### src/rtl/huff_pkg.sv
// Shared Huffman definitions: code-length limit, aligner state encoding and window type.
package huff_pkg;

    localparam int MAX_CODE_LEN = 6;

    typedef enum logic [1:0] {
        ST_FILL  = 2'd0,
        ST_DRAIN = 2'd1,
        ST_DONE  = 2'd2
    } align_state_t;

    typedef logic [MAX_CODE_LEN-1:0] huff_win_t;

endpackage

### src/rtl/huff_bit_aligner_if.sv
// Stream-in / window-out bundle between the Huffman aligner and its neighbours.
// master: word source + symbol decoder side; slave: the aligner.
interface huff_bit_aligner_if
    import huff_pkg::*;
#(
    parameter int IN_W  = 8,
    parameter int WIN_W = MAX_CODE_LEN,
    parameter int BUF_W = 16,
    parameter int CNT_W = $clog2(BUF_W + 1)
);
    logic [IN_W-1:0]  in_data;
    logic             in_valid;
    logic             in_last;
    logic             in_ready;
    logic [WIN_W-1:0] win_data;
    logic             win_valid;
    logic             consume;
    logic [2:0]       consume_len;
    logic [CNT_W-1:0] bit_count;
    logic             stream_done;

    modport master (
        output in_data, in_valid, in_last, consume, consume_len,
        input  in_ready, win_data, win_valid, bit_count, stream_done
    );

    modport slave (
        input  in_data, in_valid, in_last, consume, consume_len,
        output in_ready, win_data, win_valid, bit_count, stream_done
    );
endinterface

### src/rtl/huff_bit_aligner_buf.sv
// huff_bit_buf: MSB-aligned bit buffer with bit count. Each cycle shifts out eff_len
// bits and, on accept, merges the new word directly behind the remaining bits.
// The caller guarantees eff_len <= count and room for the word when accept is high.
module huff_bit_buf
    import huff_pkg::*;
#(
    parameter int IN_W  = 8,
    parameter int WIN_W = MAX_CODE_LEN,
    parameter int BUF_W = 16,
    parameter int CNT_W = $clog2(BUF_W + 1)
) (
    input  logic             clk,
    input  logic             rst,
    input  logic [CNT_W-1:0] eff_len_i,
    input  logic             accept_i,
    input  logic [IN_W-1:0]  in_data_i,
    output logic [WIN_W-1:0] win_data_o,
    output logic [CNT_W-1:0] count_o,
    output logic [CNT_W-1:0] count_n_o
);
    logic [BUF_W-1:0] buf_q, buf_d;
    logic [CNT_W-1:0] count_q, count_d;
    logic [CNT_W-1:0] rem;
    logic [CNT_W-1:0] shamt;

    // Shift out consumed bits, then place an accepted word right after the survivors.
    always_comb begin
        rem     = count_q - eff_len_i;
        shamt   = CNT_W'(BUF_W - IN_W) - rem;
        buf_d   = buf_q << eff_len_i;
        count_d = rem;
        if (accept_i) begin
            buf_d   = buf_d | (BUF_W'(in_data_i) << shamt);
            count_d = rem + CNT_W'(IN_W);
        end
    end

    // Buffer and count registers.
    always_ff @(posedge clk) begin
        if (rst) begin
            buf_q   <= '0;
            count_q <= '0;
        end else begin
            buf_q   <= buf_d;
            count_q <= count_d;
        end
    end

    assign win_data_o = buf_q[BUF_W-1 -: WIN_W];
    assign count_o    = count_q;
    assign count_n_o  = count_d;
endmodule

### src/rtl/huff_bit_aligner.sv
// huff_bit_aligner: feeds a Huffman decoder an always-left-aligned window of the
// next unconsumed bits, accepts packed words, drains the tail and flags stream end.
// Optional build macro HUFF_ALIGN_STATS_EN adds stat_bits_in / stat_bits_out counters.
module huff_bit_aligner
    import huff_pkg::*;
#(
    parameter int IN_W  = 8,
    parameter int WIN_W = MAX_CODE_LEN,
    parameter int BUF_W = 16,
    parameter int CNT_W = $clog2(BUF_W + 1)
) (
    input  logic        clk,
    input  logic        rst,
    huff_bit_aligner_if.slave bus
`ifdef HUFF_ALIGN_STATS_EN
    ,
    output logic [31:0] stat_bits_in,
    output logic [31:0] stat_bits_out
`endif
);
    align_state_t     state_q;
    logic             done_q;
    logic [CNT_W-1:0] count_q, count_n;
    logic [CNT_W-1:0] len_ext, eff_len;
    logic [CNT_W:0]   fill_after;
    logic             win_valid, in_ready, accept;

    // Clamp the requested length, saturate it to the held bits and derive ready/accept.
    always_comb begin
        len_ext = CNT_W'(bus.consume_len);
        if (len_ext > CNT_W'(WIN_W)) len_ext = CNT_W'(WIN_W);

        case (state_q)
            ST_FILL:  win_valid = (count_q >= CNT_W'(WIN_W));
            ST_DRAIN: win_valid = (count_q != '0);
            default:  win_valid = 1'b0;
        endcase

        eff_len = '0;
        if (bus.consume && win_valid) eff_len = (len_ext > count_q) ? count_q : len_ext;

        fill_after = {1'b0, count_q} - {1'b0, eff_len} + (CNT_W+1)'(IN_W);
        in_ready   = (state_q == ST_FILL) && (fill_after <= (CNT_W+1)'(BUF_W));
        accept     = bus.in_valid && in_ready;
    end

    huff_bit_buf #(
        .IN_W (IN_W),
        .WIN_W(WIN_W),
        .BUF_W(BUF_W),
        .CNT_W(CNT_W)
    ) u_buf (
        .clk       (clk),
        .rst       (rst),
        .eff_len_i (eff_len),
        .accept_i  (accept),
        .in_data_i (bus.in_data),
        .win_data_o(bus.win_data),
        .count_o   (count_q),
        .count_n_o (count_n)
    );

    // Stream sequencing; stream_done is registered so it is high exactly while in DONE.
    always_ff @(posedge clk) begin
        if (rst) begin
            state_q <= ST_FILL;
            done_q  <= 1'b0;
        end else begin
            done_q <= 1'b0;
            case (state_q)
                ST_FILL: begin
                    if (accept && bus.in_last) state_q <= ST_DRAIN;
                end
                ST_DRAIN: begin
                    if (count_n == '0) begin
                        state_q <= ST_DONE;
                        done_q  <= 1'b1;
                    end
                end
                default: state_q <= ST_FILL;
            endcase
        end
    end

    assign bus.in_ready    = in_ready;
    assign bus.win_valid   = win_valid;
    assign bus.bit_count   = count_q;
    assign bus.stream_done = done_q;

`ifdef HUFF_ALIGN_STATS_EN
    // Running totals of bits entering and leaving; only reset clears them.
    always_ff @(posedge clk) begin
        if (rst) begin
            stat_bits_in  <= '0;
            stat_bits_out <= '0;
        end else begin
            if (accept) stat_bits_in <= stat_bits_in + 32'(IN_W);
            stat_bits_out <= stat_bits_out + 32'(eff_len);
        end
    end
`endif
endmodule
### src/flat_wrapper.sv
// flat-port wrapper written by rule: the top's interface ports become plain ports
module huff_bit_aligner_flat import huff_pkg::*;
#(
    parameter int IN_W  = 8,
    parameter int WIN_W = MAX_CODE_LEN,
    parameter int BUF_W = 16,
    parameter int CNT_W = $clog2(BUF_W + 1)
)
  (clk, rst, bus_in_data, bus_in_valid, bus_in_last, bus_consume, bus_consume_len, bus_in_ready, bus_win_data, bus_win_valid, bus_bit_count, bus_stream_done);
  huff_bit_aligner_if #(.IN_W(IN_W), .WIN_W(WIN_W), .BUF_W(BUF_W), .CNT_W(CNT_W)) bus_i ();
  input  logic clk;
  input  logic rst;
  input wire logic [$bits(bus_i.in_data)-1:0] bus_in_data;
  input wire logic [$bits(bus_i.in_valid)-1:0] bus_in_valid;
  input wire logic [$bits(bus_i.in_last)-1:0] bus_in_last;
  input wire logic [$bits(bus_i.consume)-1:0] bus_consume;
  input wire logic [$bits(bus_i.consume_len)-1:0] bus_consume_len;
  output wire logic [$bits(bus_i.in_ready)-1:0] bus_in_ready;
  output wire logic [$bits(bus_i.win_data)-1:0] bus_win_data;
  output wire logic [$bits(bus_i.win_valid)-1:0] bus_win_valid;
  output wire logic [$bits(bus_i.bit_count)-1:0] bus_bit_count;
  output wire logic [$bits(bus_i.stream_done)-1:0] bus_stream_done;
  assign bus_i.in_data = bus_in_data;
  assign bus_i.in_valid = bus_in_valid;
  assign bus_i.in_last = bus_in_last;
  assign bus_i.consume = bus_consume;
  assign bus_i.consume_len = bus_consume_len;
  assign bus_in_ready = bus_i.in_ready;
  assign bus_win_data = bus_i.win_data;
  assign bus_win_valid = bus_i.win_valid;
  assign bus_bit_count = bus_i.bit_count;
  assign bus_stream_done = bus_i.stream_done;
  huff_bit_aligner #(.IN_W(IN_W), .WIN_W(WIN_W), .BUF_W(BUF_W), .CNT_W(CNT_W)) u_core (.clk(clk), .rst(rst), .bus(bus_i));
endmodule
### config.mk
export PLATFORM = sky130hd
export DESIGN_NAME = huff_bit_aligner_flat
export DESIGN_NICKNAME = d
export VERILOG_FILES = /design/src/rtl/huff_pkg.sv /design/src/rtl/huff_bit_aligner_if.sv /design/src/rtl/huff_bit_aligner_buf.sv /design/src/rtl/huff_bit_aligner.sv /design/src/flat_wrapper.sv
export SDC_FILE = /design/constraint.sdc
export NUM_CORES = 1
export LEC_CHECK = 0
export CORE_MARGIN = 4
export CORE_UTILIZATION = 48
export CTS_CLUSTER_SIZE = 8
export DETAILED_ROUTE_END_ITERATION = 16
export GPL_ROUTABILITY_DRIVEN = 1
export GPL_TIMING_DRIVEN = 0
export PLACE_DENSITY = 0.73
export SLEW_MARGIN = 5
export SYNTH_ARGS = -nofsm -noshare
export SYNTH_HDL_FRONTEND = slang
export SYNTH_SLANG_ARGS = --single-unit
### constraint.sdc
create_clock -name clk -period 4.25 [get_ports clk]
set_input_delay 0.6375 -clock clk [delete_from_list [all_inputs] [get_ports clk]]
set_output_delay 0.6375 -clock clk [all_outputs]
set_load 0.02 [all_outputs]
==> impl_metrics.env, run 1 <==
export IMPL_setup_ws_ns=0.004148
export IMPL_max_freq_ghz=0.2355
export IMPL_post_route_min_period_ns=4.246
export IMPL_slew_violations=0
export IMPL_placedCellCount=400
export IMPL_async_flop_share_pct=0
export IMPL_ioPinCount=30
export IMPL_hold_viol_final=0
export IMPL_top_usage_layer="met2"
export IMPL_worst_ep_required_time_ns=3.61
export IMPL_critPathMaxStageDelay_ns=0.45
export IMPL_drtAntennaViolNets=0
export IMPL_layout_nets=381
export IMPL_grt_max_degree=19
export IMPL_worst_slew_pin_slew_ns=0.7503
export IMPL_synth_edff_count=0
export IMPL_cts_buffers_inserted=3
export IMPL_max_cap_violations=0
export IMPL_final_cells=414
export IMPL_insertedDiodeCount=0
export IMPL_grt_pass1_vias=2257
export IMPL_dp_slack_ns=-1.451
export IMPL_syn_to_final_growth_pct=29.26
export IMPL_arrival_ns=3.61
export IMPL_fin_area_um2=3173
export IMPL_post_drt_via_cell_ratio=5.913
export IMPL_timing_final_crit_share_pct=99.90
export IMPL_synth_seq_area_share_pct=19.57
export IMPL_die_w_um=79.52
export IMPL_synthCells=303
export IMPL_synth_flop_cell="dfxtp_1"
export IMPL_htree_levels=1
export IMPL_crit_slowest_cell="fa_1"
export IMPL_gr_total_overflow=0
export IMPL_outcome="finished, final reports clean"
export IMPL_grt_use_met1_pct=31.15
export IMPL_dr_pass1_iters=5
export IMPL_maxSlewHeadroom_pct=49.81
export IMPL_antenna_found_initial=0
export IMPL_core_um2=4848
export IMPL_cp_cell_sequence="clkdlybuf4s15_1 > nand2_2 > ha_4 > nand3_4 > o31a_1 > nand3_1 > a21oi_2 > inv_4 > ha_2 > inv_1 > fa_1 > a21o_1 > a21oi_2 > xnor2_1 > o21ai_1 > nor3_2 > buf_4"
export IMPL_placed_area_um2=2865
export IMPL_initial_core_util_pct=50.63
export IMPL_clock_latency_ns=0.28
export IMPL_hpwl_um=4918
export IMPL_port_buffer_count=29
export IMPL_netlist_area_um2=2455
export IMPL_drt_iter0_drc=312
export IMPL_endpoint_kind="output pin"
export IMPL_grt_pass1_wl_um=10960
export IMPL_die_h_um=79.52
export IMPL_setup_viol=0
export IMPL_dieArea_um2=6323
export IMPL_cp_common_cell="a21oi_2"
export IMPL_ys_warn_count=0
export IMPL_use_met3_pct=2.822
export IMPL_cts_max_path_buffers=2
export IMPL_num_vias=2448
export IMPL_synth_cell_types=56
export IMPL_drcViolationCount=0
export IMPL_grt_use_met2_pct=34.31
export IMPL_rows=25
export IMPL_hold_path_class="reg2reg"
export IMPL_holdBufCountCts=0
export IMPL_cts_sinks=24
export IMPL_gp_congestion=0.9108
export IMPL_syn_area_per_cell_um2=8.102
export IMPL_finish_utilization_pct=65.45
export IMPL_critical_path_class="in2out"
export IMPL_drive_gt1_share_pct=25.94
export IMPL_cts_root_buf="clkbuf_8"
export IMPL_rsz0062_at_grt="yes"
export IMPL_routed_wl_um=6523
export IMPL_start_kind="input port"
export IMPL_clk_pin_slew_ns=0.09
export IMPL_path_max_fanout=4
export IMPL_fin_skew_ns=0.01078
export IMPL_cts_tree="yes"
export IMPL_track_usage_pct=21.45
export IMPL_wl_per_cell_um=15.76
export IMPL_synth_seq_cells=24
[Yosys cell counts, types with 3 or more instances]
cell type / n / share of area, %
mux2_2: 12 / 5.5
clkbuf_1: 11 / 1.7
xnor2_1: 5 / 1.8
mux4_2: 4 / 3.7
fa_1: 4 / 3.3
nor3_1: 8 / 1.6
dfxtp_1: 24 / 20
a21oi_1: 17 / 3.5
o21ai_0: 12 / 2.4
ha_1: 13 / 6.6
o21ai_1: 3 / 0.61
and2_1: 3 / 0.76
nor2b_1: 3 / 0.76
xor2_1: 4 / 1.4
nand3_1: 12 / 2.4
o211ai_1: 9 / 2.8
mux2i_1: 16 / 6.5
nor2_1: 22 / 3.4
buf_4: 7 / 2.1
o22a_2: 4 / 1.6
nand2b_1: 5 / 1.3
a31oi_1: 4 / 1.0
inv_1: 17 / 2.6
nand2_1: 33 / 5.0
o221ai_1: 9 / 3.2
[repair_timing]
action / 4_1_cts / 5_1_grt
setup endpoints to repair: 22 / 18
gates resized for setup: 35 / 17
cloned: 0 / 0
pin swaps: 17 / 20
setup buffers: 11 / 4
[layer usage]
layer  part of all wire, %  wire (µm)  vias up
li1                      -          -     1184
met1                    47       3045     1148
met2                    46       3006      107
met3                   6.1        395        9
met4                   1.1         75        0
met5                     0          0        -
[final cells by class]
cell class	instances	area, µm²
buffer	17	105.1
fill	418	1675
inverter	18	75.07
multi-input combinational	240	1968
timing repair buffer	44	400.4
clock buffer	4	55.05
tap	67	83.83
sequential	24	485.5
[flip-flops by register name, summed over array words and instances, names as in the netlist]
register	cells
u_core.bus.stream_done	1
u_core.state_q	2
u_core.u_buf.count_o	5
u_core.u_buf.buf_q	16
[kinds of logic after synthesis]
kind of cell	after synthesis	synth area share, %
fa+ha+maj	17	9.888
flops	24	19.57
other cells	2	0.3059
xor+xnor	11	4.842
buf+inv	40	7.594
mux	32	15.70
compound gates	82	23.60
simple gates	95	18.50
[through the flow]
| step | TNS (ns) | hold slack, ns |
|---|---|---|
| global placement | -20.69 | 0.5450 |
| CTS | 0 | 0.5549 |
| global route | -0.2538 | 0.6136 |
| detailed placement | -21.27 | 0.5394 |
| floorplan | -0.07284 | 0.4824 |
| finish | 0 | 0.5641 |
[cells in the final DEF, fill, tap and decap left out, types with 4 or more instances in the layout]
| cell | netlist | routed |
|---|---|---|
| nand2b_1 | 5 | 5 |
| ha_4 | 0 | 6 |
| nor2_1 | 22 | 21 |
| dfxtp_1 | 24 | 22 |
| o211ai_1 | 9 | 9 |
| a21oi_1 | 17 | 14 |
| o221ai_1 | 9 | 9 |
| clkbuf_1 | 11 | 5 |
| nand3_1 | 12 | 9 |
| inv_1 | 17 | 14 |
| buf_4 | 7 | 22 |
| a31oi_1 | 4 | 4 |
| nand2_1 | 33 | 31 |
| mux2_2 | 12 | 12 |
| mux4_2 | 4 | 4 |
| o21ai_1 | 3 | 4 |
| mux2i_1 | 16 | 16 |
| clkbuf_8 | 0 | 4 |
| o21ai_0 | 12 | 11 |
| xnor2_1 | 5 | 5 |
| clkdlybuf4s50_1 | 0 | 25 |
| ha_1 | 13 | 6 |
| nor3_1 | 8 | 4 |
| xor2_1 | 4 | 4 |
| nor3_2 | 0 | 4 |
| o22a_2 | 4 | 4 |
[worst max-delay path: cells and delay by family]
family / cells / cell delay (ns)
compound gates: 5 / 0.99
xor+xnor: 1 / 0.15
fa+ha+maj: 3 / 0.89
buf+inv: 4 / 0.48
simple gates: 4 / 0.46
[final timing paths]
path / startpoint / end / slack [ns] / cells after the start
worst max-delay path: bus_consume_len[0] / bus_in_ready / 0.004 / 17
worst min register to register: u_core.state_q[0]$_SDFFE_PP0P_ / u_core.bus.stream_done$_SDFF_PP0_ / 0.56 / 2
worst max register to register: u_core.u_buf.count_o[1]$_SDFF_PP0_ / u_core.u_buf.buf_q[6]$_SDFF_PP0_ / 0.15 / 18
worst min-delay path: u_core.state_q[0]$_SDFFE_PP0P_ / u_core.bus.stream_done$_SDFF_PP0_ / 0.56 / 2
Power of run 1 is left out: the tool's default activity adds up to more than one toggle a clock period on the data nets, which glitch-free logic cannot reach.
==> inputs of run 2 (changes only) <==
- CORE_UTILIZATION: 48 -> 51
- PLACE_DENSITY: 0.73 -> 0.77
==> impl_metrics.env, run 2 (same netlist as run 1, synthesis figures left out) <==
export IMPL_cts_max_path_buffers=2
export IMPL_cp_common_cell="ha_4"
export IMPL_max_freq_ghz=0.2372
export IMPL_grt_pass1_wl_um=11480
export IMPL_critPathTopFamily="adder cells"
export IMPL_track_usage_pct=23.47
export IMPL_dr_pass1_iters=5
export IMPL_grt_pass1_vias=2362
export IMPL_regMostFlops="u_core.u_buf.buf_q"
export IMPL_die_h_um=77.38
export IMPL_startpoint="bus_consume_len[1]"
export IMPL_num_vias=2581
export IMPL_hold_viol_final=0
export IMPL_htree_levels=1
export IMPL_ioPinCount=30
export IMPL_maxSlewHeadroom_pct=54.82
export IMPL_drcViolationCount=0
export IMPL_worst_slew_pin_slew_ns=0.6729
export IMPL_antenna_found_initial=0
export IMPL_drtAntennaViolNets=0
export IMPL_core_um2=4504
export IMPL_setup_viol=0
export IMPL_wl_per_cell_um=18.00
export IMPL_die_w_um=77.38
export IMPL_placed_area_um2=2846
export IMPL_timing_final_crit_share_pct=99.22
export IMPL_rr_startpoint="u_core.u_buf.count_o[1]$_SDFF_PP0_"
export IMPL_drt_iter0_drc=207
export IMPL_wl_met3_um=542
export IMPL_top_layer="met4"
export IMPL_fin_area_um2=3286
export IMPL_worst_ep_required_time_ns=3.61
export IMPL_syn_to_final_growth_pct=33.84
export IMPL_path_max_fanout=4
export IMPL_crit_slowest_cell="fa_2"
export IMPL_cts_sinks=24
export IMPL_initial_core_util_pct=54.50
export IMPL_rows=24
export IMPL_post_drt_via_cell_ratio=6.326
export IMPL_clock_latency_ns=0.27
export IMPL_hold_path_class="reg2reg"
export IMPL_layout_nets=390
export IMPL_path_buf_inv=4
export IMPL_post_route_min_period_ns=4.217
export IMPL_finish_utilization_pct=72.94
export IMPL_wl_met1_um=3156
export IMPL_layout_commonest_cell="nand2_1"
export IMPL_slew_violations=0
export IMPL_critical_path_class="in2out"
export IMPL_grt_max_degree=16
export IMPL_hpwl_um=5085
export IMPL_gp_congestion=0.9166
export IMPL_port_buffer_count=29
export IMPL_gr_total_overflow=0
export IMPL_max_cap_violations=0
export IMPL_hold_start="u_core.state_q[0]$_SDFFE_PP0P_"
export IMPL_endpoint_kind="output pin"
export IMPL_cp_cell_sequence="buf_8 > ha_4 > buf_4 > nand3_4 > o31a_1 > nand3_2 > a21oi_4 > inv_4 > ha_4 > ha_4 > fa_2 > a21o_1 > a21oi_2 > xnor2_2 > o21ai_2 > nor3_2 > buf_4"
export IMPL_critPathMaxStageDelay_ns=0.36
export IMPL_insertedDiodeCount=0
export IMPL_cts_root_buf="clkbuf_8"
export IMPL_wl_met2_um=3510
export IMPL_clk_pin_slew_ns=0.09
export IMPL_drive_gt1_share_pct=29.49
export IMPL_dieArea_um2=5988
export IMPL_largest_register_ffs=16
export IMPL_routed_wl_um=7345
export IMPL_cts_buffers_inserted=3
export IMPL_final_cell_mix="nand2_1, buf_4, clkdlybuf4s50_1"
export IMPL_cts_tree="yes"
export IMPL_fin_skew_ns=0.002818
export IMPL_start_kind="input port"
export IMPL_outcome="finished, final reports clean"
export IMPL_rsz0062_at_grt="yes"
export IMPL_holdBufCountCts=0
export IMPL_arrival_ns=3.58
export IMPL_n_fill_cell=350
## run 2: cell types whose count changed in the layout (fill, tap and decap cells not counted), sizes merged
| cell | change |
|---|---|
| buf | +11 |
| clkbuf | -1 |
| clkdlybuf4s15 | -1 |
## run 2: final cells by class
type	instances	area, µm²	area share, %
well taps	52	65.06	1.980
repair buffers	54	503.0	15.31
multi-input cells	240	1997	60.78
inverters	18	72.57	2.209
clock buffers	4	55.05	1.676
plain buffers	16	107.6	3.275
flip-flops and latches	24	485.5	14.78
## run 2: final timing paths
| path | endpoint | slack, ns | depth (start not counted) |
|---|---|---|---|
| hold / removal | u_core.bus.stream_done$_SDFF_PP0_ | 0.58 | 2 |
| setup / recovery | bus_in_ready | 0.03 | 17 |
| setup reg to reg | u_core.u_buf.buf_q[9]$_SDFF_PP0_ | 0.15 | 19 |
| hold reg to reg | u_core.bus.stream_done$_SDFF_PP0_ | 0.58 | 2 |
## run 2: what timing repair did
item / 4_1_cts / 5_1_grt
gates resized for setup: 35 / 35
setup buffers: 21 / 4
pin swaps: 14 / 19
setup endpoints to repair: 22 / 18
gates cloned: 0 / 0
## run 2: layer usage
| layer | track usage [%] | up-vias |
|---|---|---|
| li1 | - | 1215 |
| met1 | 31.97 | 1223 |
| met2 | 38.60 | 129 |
| met3 | 3.588 | 14 |
| met4 | 6.762 | 0 |
| met5 | 0 | - |
## run 2: worst min-delay path, stage by stage, from the launching register on
cell,delay (ns)
dfxtp_1,0.39
nand2_1,0.11
nor3_1,0.05
## run 2: stage by stage
stage	setup TNS [ns]	setup WS [ns]	instances	hold WS, ns
detailed placement	-21.38	-1.454	385	0.5556
floorplan	-0.07284	-0.07284	304	0.4824
global placement	-20.33	-1.399	385	0.5422
finish	0	0.03335	408	0.5796
global route	-0.3954	-0.1584	408	0.6026
CTS	0	0.008340	405	0.5695
Power of run 2 is left out for the same reason.
==> inputs of run 3 (changes only) <==
- CORE_MARGIN: 4 -> 2
==> impl_metrics.env, run 3 (same netlist as run 1, synthesis figures left out) <==
export IMPL_outcome="finished, final reports clean"
export IMPL_gr_total_overflow=0
export IMPL_critPathTopFamily="compound AO/OA/AOI/OAI gates"
export IMPL_start_kind="input port"
export IMPL_syn_to_final_growth_pct=34.05
export IMPL_routed_wl_um=6751
export IMPL_hold_viol_final=0
export IMPL_cts_sinks=24
export IMPL_cp_cell_sequence="buf_8 > ha_4 > nor2b_4 > o31a_1 > a21o_1 > a21oi_2 > buf_6 > ha_4 > inv_2 > ha_4 > fa_2 > a21o_1 > a21oi_2 > xnor2_1 > o21ai_1 > nor3_2 > buf_4"
export IMPL_core_um2=4692
export IMPL_timing_final_crit_share_pct=99.72
export IMPL_die_w_um=73.38
export IMPL_path_buf_inv=4
export IMPL_wl_met1_um=3083
export IMPL_dr_pass1_iters=5
export IMPL_cts_buffers_inserted=3
export IMPL_layout_nets=387
export IMPL_rr_worst_depth=19
export IMPL_insertedDiodeCount=0
export IMPL_ioPinCount=30
export IMPL_clock_latency_ns=0.28
export IMPL_timing_rr_end="u_core.u_buf.buf_q[6]$_SDFF_PP0_"
export IMPL_grt_max_degree=16
export IMPL_wl_met2_um=3170
export IMPL_worst_path_stages=17
export IMPL_antenna_found_initial=0
export IMPL_cts_root_buf="clkbuf_8"
export IMPL_largest_register_ffs=16
export IMPL_regMostFlops="u_core.u_buf.buf_q"
export IMPL_top_layer="met4"
export IMPL_hpwl_um=4918
export IMPL_post_route_min_period_ns=4.238
export IMPL_wl_met3_um=335
export IMPL_drtAntennaViolNets=0
export IMPL_fin_skew_ns=0.005514
export IMPL_rows=25
export IMPL_rsz0062_at_grt="yes"
export IMPL_num_vias=2524
export IMPL_multi_input_area_um2=2021
export IMPL_post_drt_via_cell_ratio=6.201
export IMPL_max_cap_violations=0
export IMPL_cp_common_cell="ha_4"
export IMPL_placed_area_um2=2849
export IMPL_holdBufCountCts=0
export IMPL_gp_congestion=0.9519
export IMPL_worst_ep_required_time_ns=3.61
export IMPL_final_cell_mix="nand2_1, buf_4, clkdlybuf4s50_1"
export IMPL_max_freq_ghz=0.2360
export IMPL_cts_tree="yes"
export IMPL_ff2ff_setup_slack_ns=0.10
export IMPL_slew_violations=0
export IMPL_worst_slew_pin_slew_ns=0.7442
export IMPL_layout_commonest_cell="nand2_1"
export IMPL_hold_path_class="reg2reg"
export IMPL_drive_gt1_share_pct=28.90
export IMPL_finish_utilization_pct=70.13
export IMPL_path_max_fanout=4
export IMPL_startpoint="bus_consume_len[1]"
export IMPL_track_usage_pct=25.98
export IMPL_fin_area_um2=3291
export IMPL_grt_pass1_vias=2304
export IMPL_die_h_um=73.38
export IMPL_critPathMaxStageDelay_ns=0.36
export IMPL_wl_per_cell_um=16.59
export IMPL_drt_iter0_drc=233
export IMPL_cts_max_path_buffers=2
export IMPL_initial_core_util_pct=52.32
export IMPL_maxSlewHeadroom_pct=50.39
export IMPL_port_buffer_count=29
export IMPL_crit_slowest_cell="o31a_1"
export IMPL_rr_startpoint="u_core.u_buf.count_o[1]$_SDFF_PP0_"
export IMPL_dieArea_um2=5385
export IMPL_endpoint="bus_in_ready"
export IMPL_drcViolationCount=0
export IMPL_n_fill_cell=354
export IMPL_grt_pass1_wl_um=10820
export IMPL_setup_viol=0
export IMPL_min_path_cells=2
export IMPL_critical_path_class="in2out"
export IMPL_arrival_ns=3.60
export IMPL_clk_pin_slew_ns=0.09
export IMPL_endpoint_kind="output pin"
export IMPL_regArea_um2=488.0
export IMPL_htree_levels=1
==> run 3: changes by cell type in the layout (fill, tap and decap cells not counted), sizes merged <==
cell | previous run | this run
bufinv | 0 | 1
clkbuf | 10 | 9
clkdlybuf4s15 | 0 | 1
buf | 39 | 35
==> run 3: worst min-delay path by stage <==
stage	startpoint	to	slack (ns)
after detailed placement	u_core.state_q[0]$_SDFFE_PP0P_	u_core.bus.stream_done$_SDFF_PP0_	0.56
final	u_core.state_q[0]$_SDFFE_PP0P_	u_core.state_q[1]$_SDFFE_PP0P_	0.58
after global routing	u_core.state_q[0]$_SDFFE_PP0P_	u_core.bus.stream_done$_SDFF_PP0_	0.60
after global placement	u_core.state_q[0]$_SDFFE_PP0P_	u_core.state_q[1]$_SDFFE_PP0P_	0.53
after floorplan	u_core.state_q[0]$_SDFFE_PP0P_	u_core.bus.stream_done$_SDFF_PP0_	0.48
after CTS	u_core.state_q[0]$_SDFFE_PP0P_	u_core.bus.stream_done$_SDFF_PP0_	0.57
==> run 3: per-stage QoR <==
stage          TNS [ns]  hold slack (ns)  cells  setup WS [ns]
6_report              0           0.5761    407        0.01190
5_1_grt         -0.7824           0.5959    407        -0.1609
4_1_cts               0           0.5737    400        0.01441
3_5_place_dp     -21.07           0.5560    387         -1.417
3_3_place_gp     -20.54           0.5345    387         -1.413
2_1_floorplan  -0.07284           0.4824    304       -0.07284
==> run 3: cell type report <==
class	count	area share, %
multi-input combinational	240	61.41
sequential	24	14.83
timing repair buffer	50	13.95
buffer	17	3.308
inverter	18	2.281
tap	54	2.053
clock buffer	3	1.255
clock inverter	1	0.9125
==> run 3: worst min-delay path, stage by stage (launching register included) <==
cell	delay (ns)
dfxtp_1	0.38
nand2_1	0.11
nor3_1	0.05
==> run 3: metal layers <==
metal  GRT usage, %  vias to the layer above
li1               -                     1204
met1          36.19                     1196
met2          40.94                      109
met3          3.567                       15
met4          9.697                        0
met5              0                        -
==> run 3: timing repair <==
item	in CTS	in global routing
pin swaps	18	23
setup endpoints to repair	22	18
resized for setup	38	33
setup buffers	14	7
Power of run 3 is left out for the same reason.
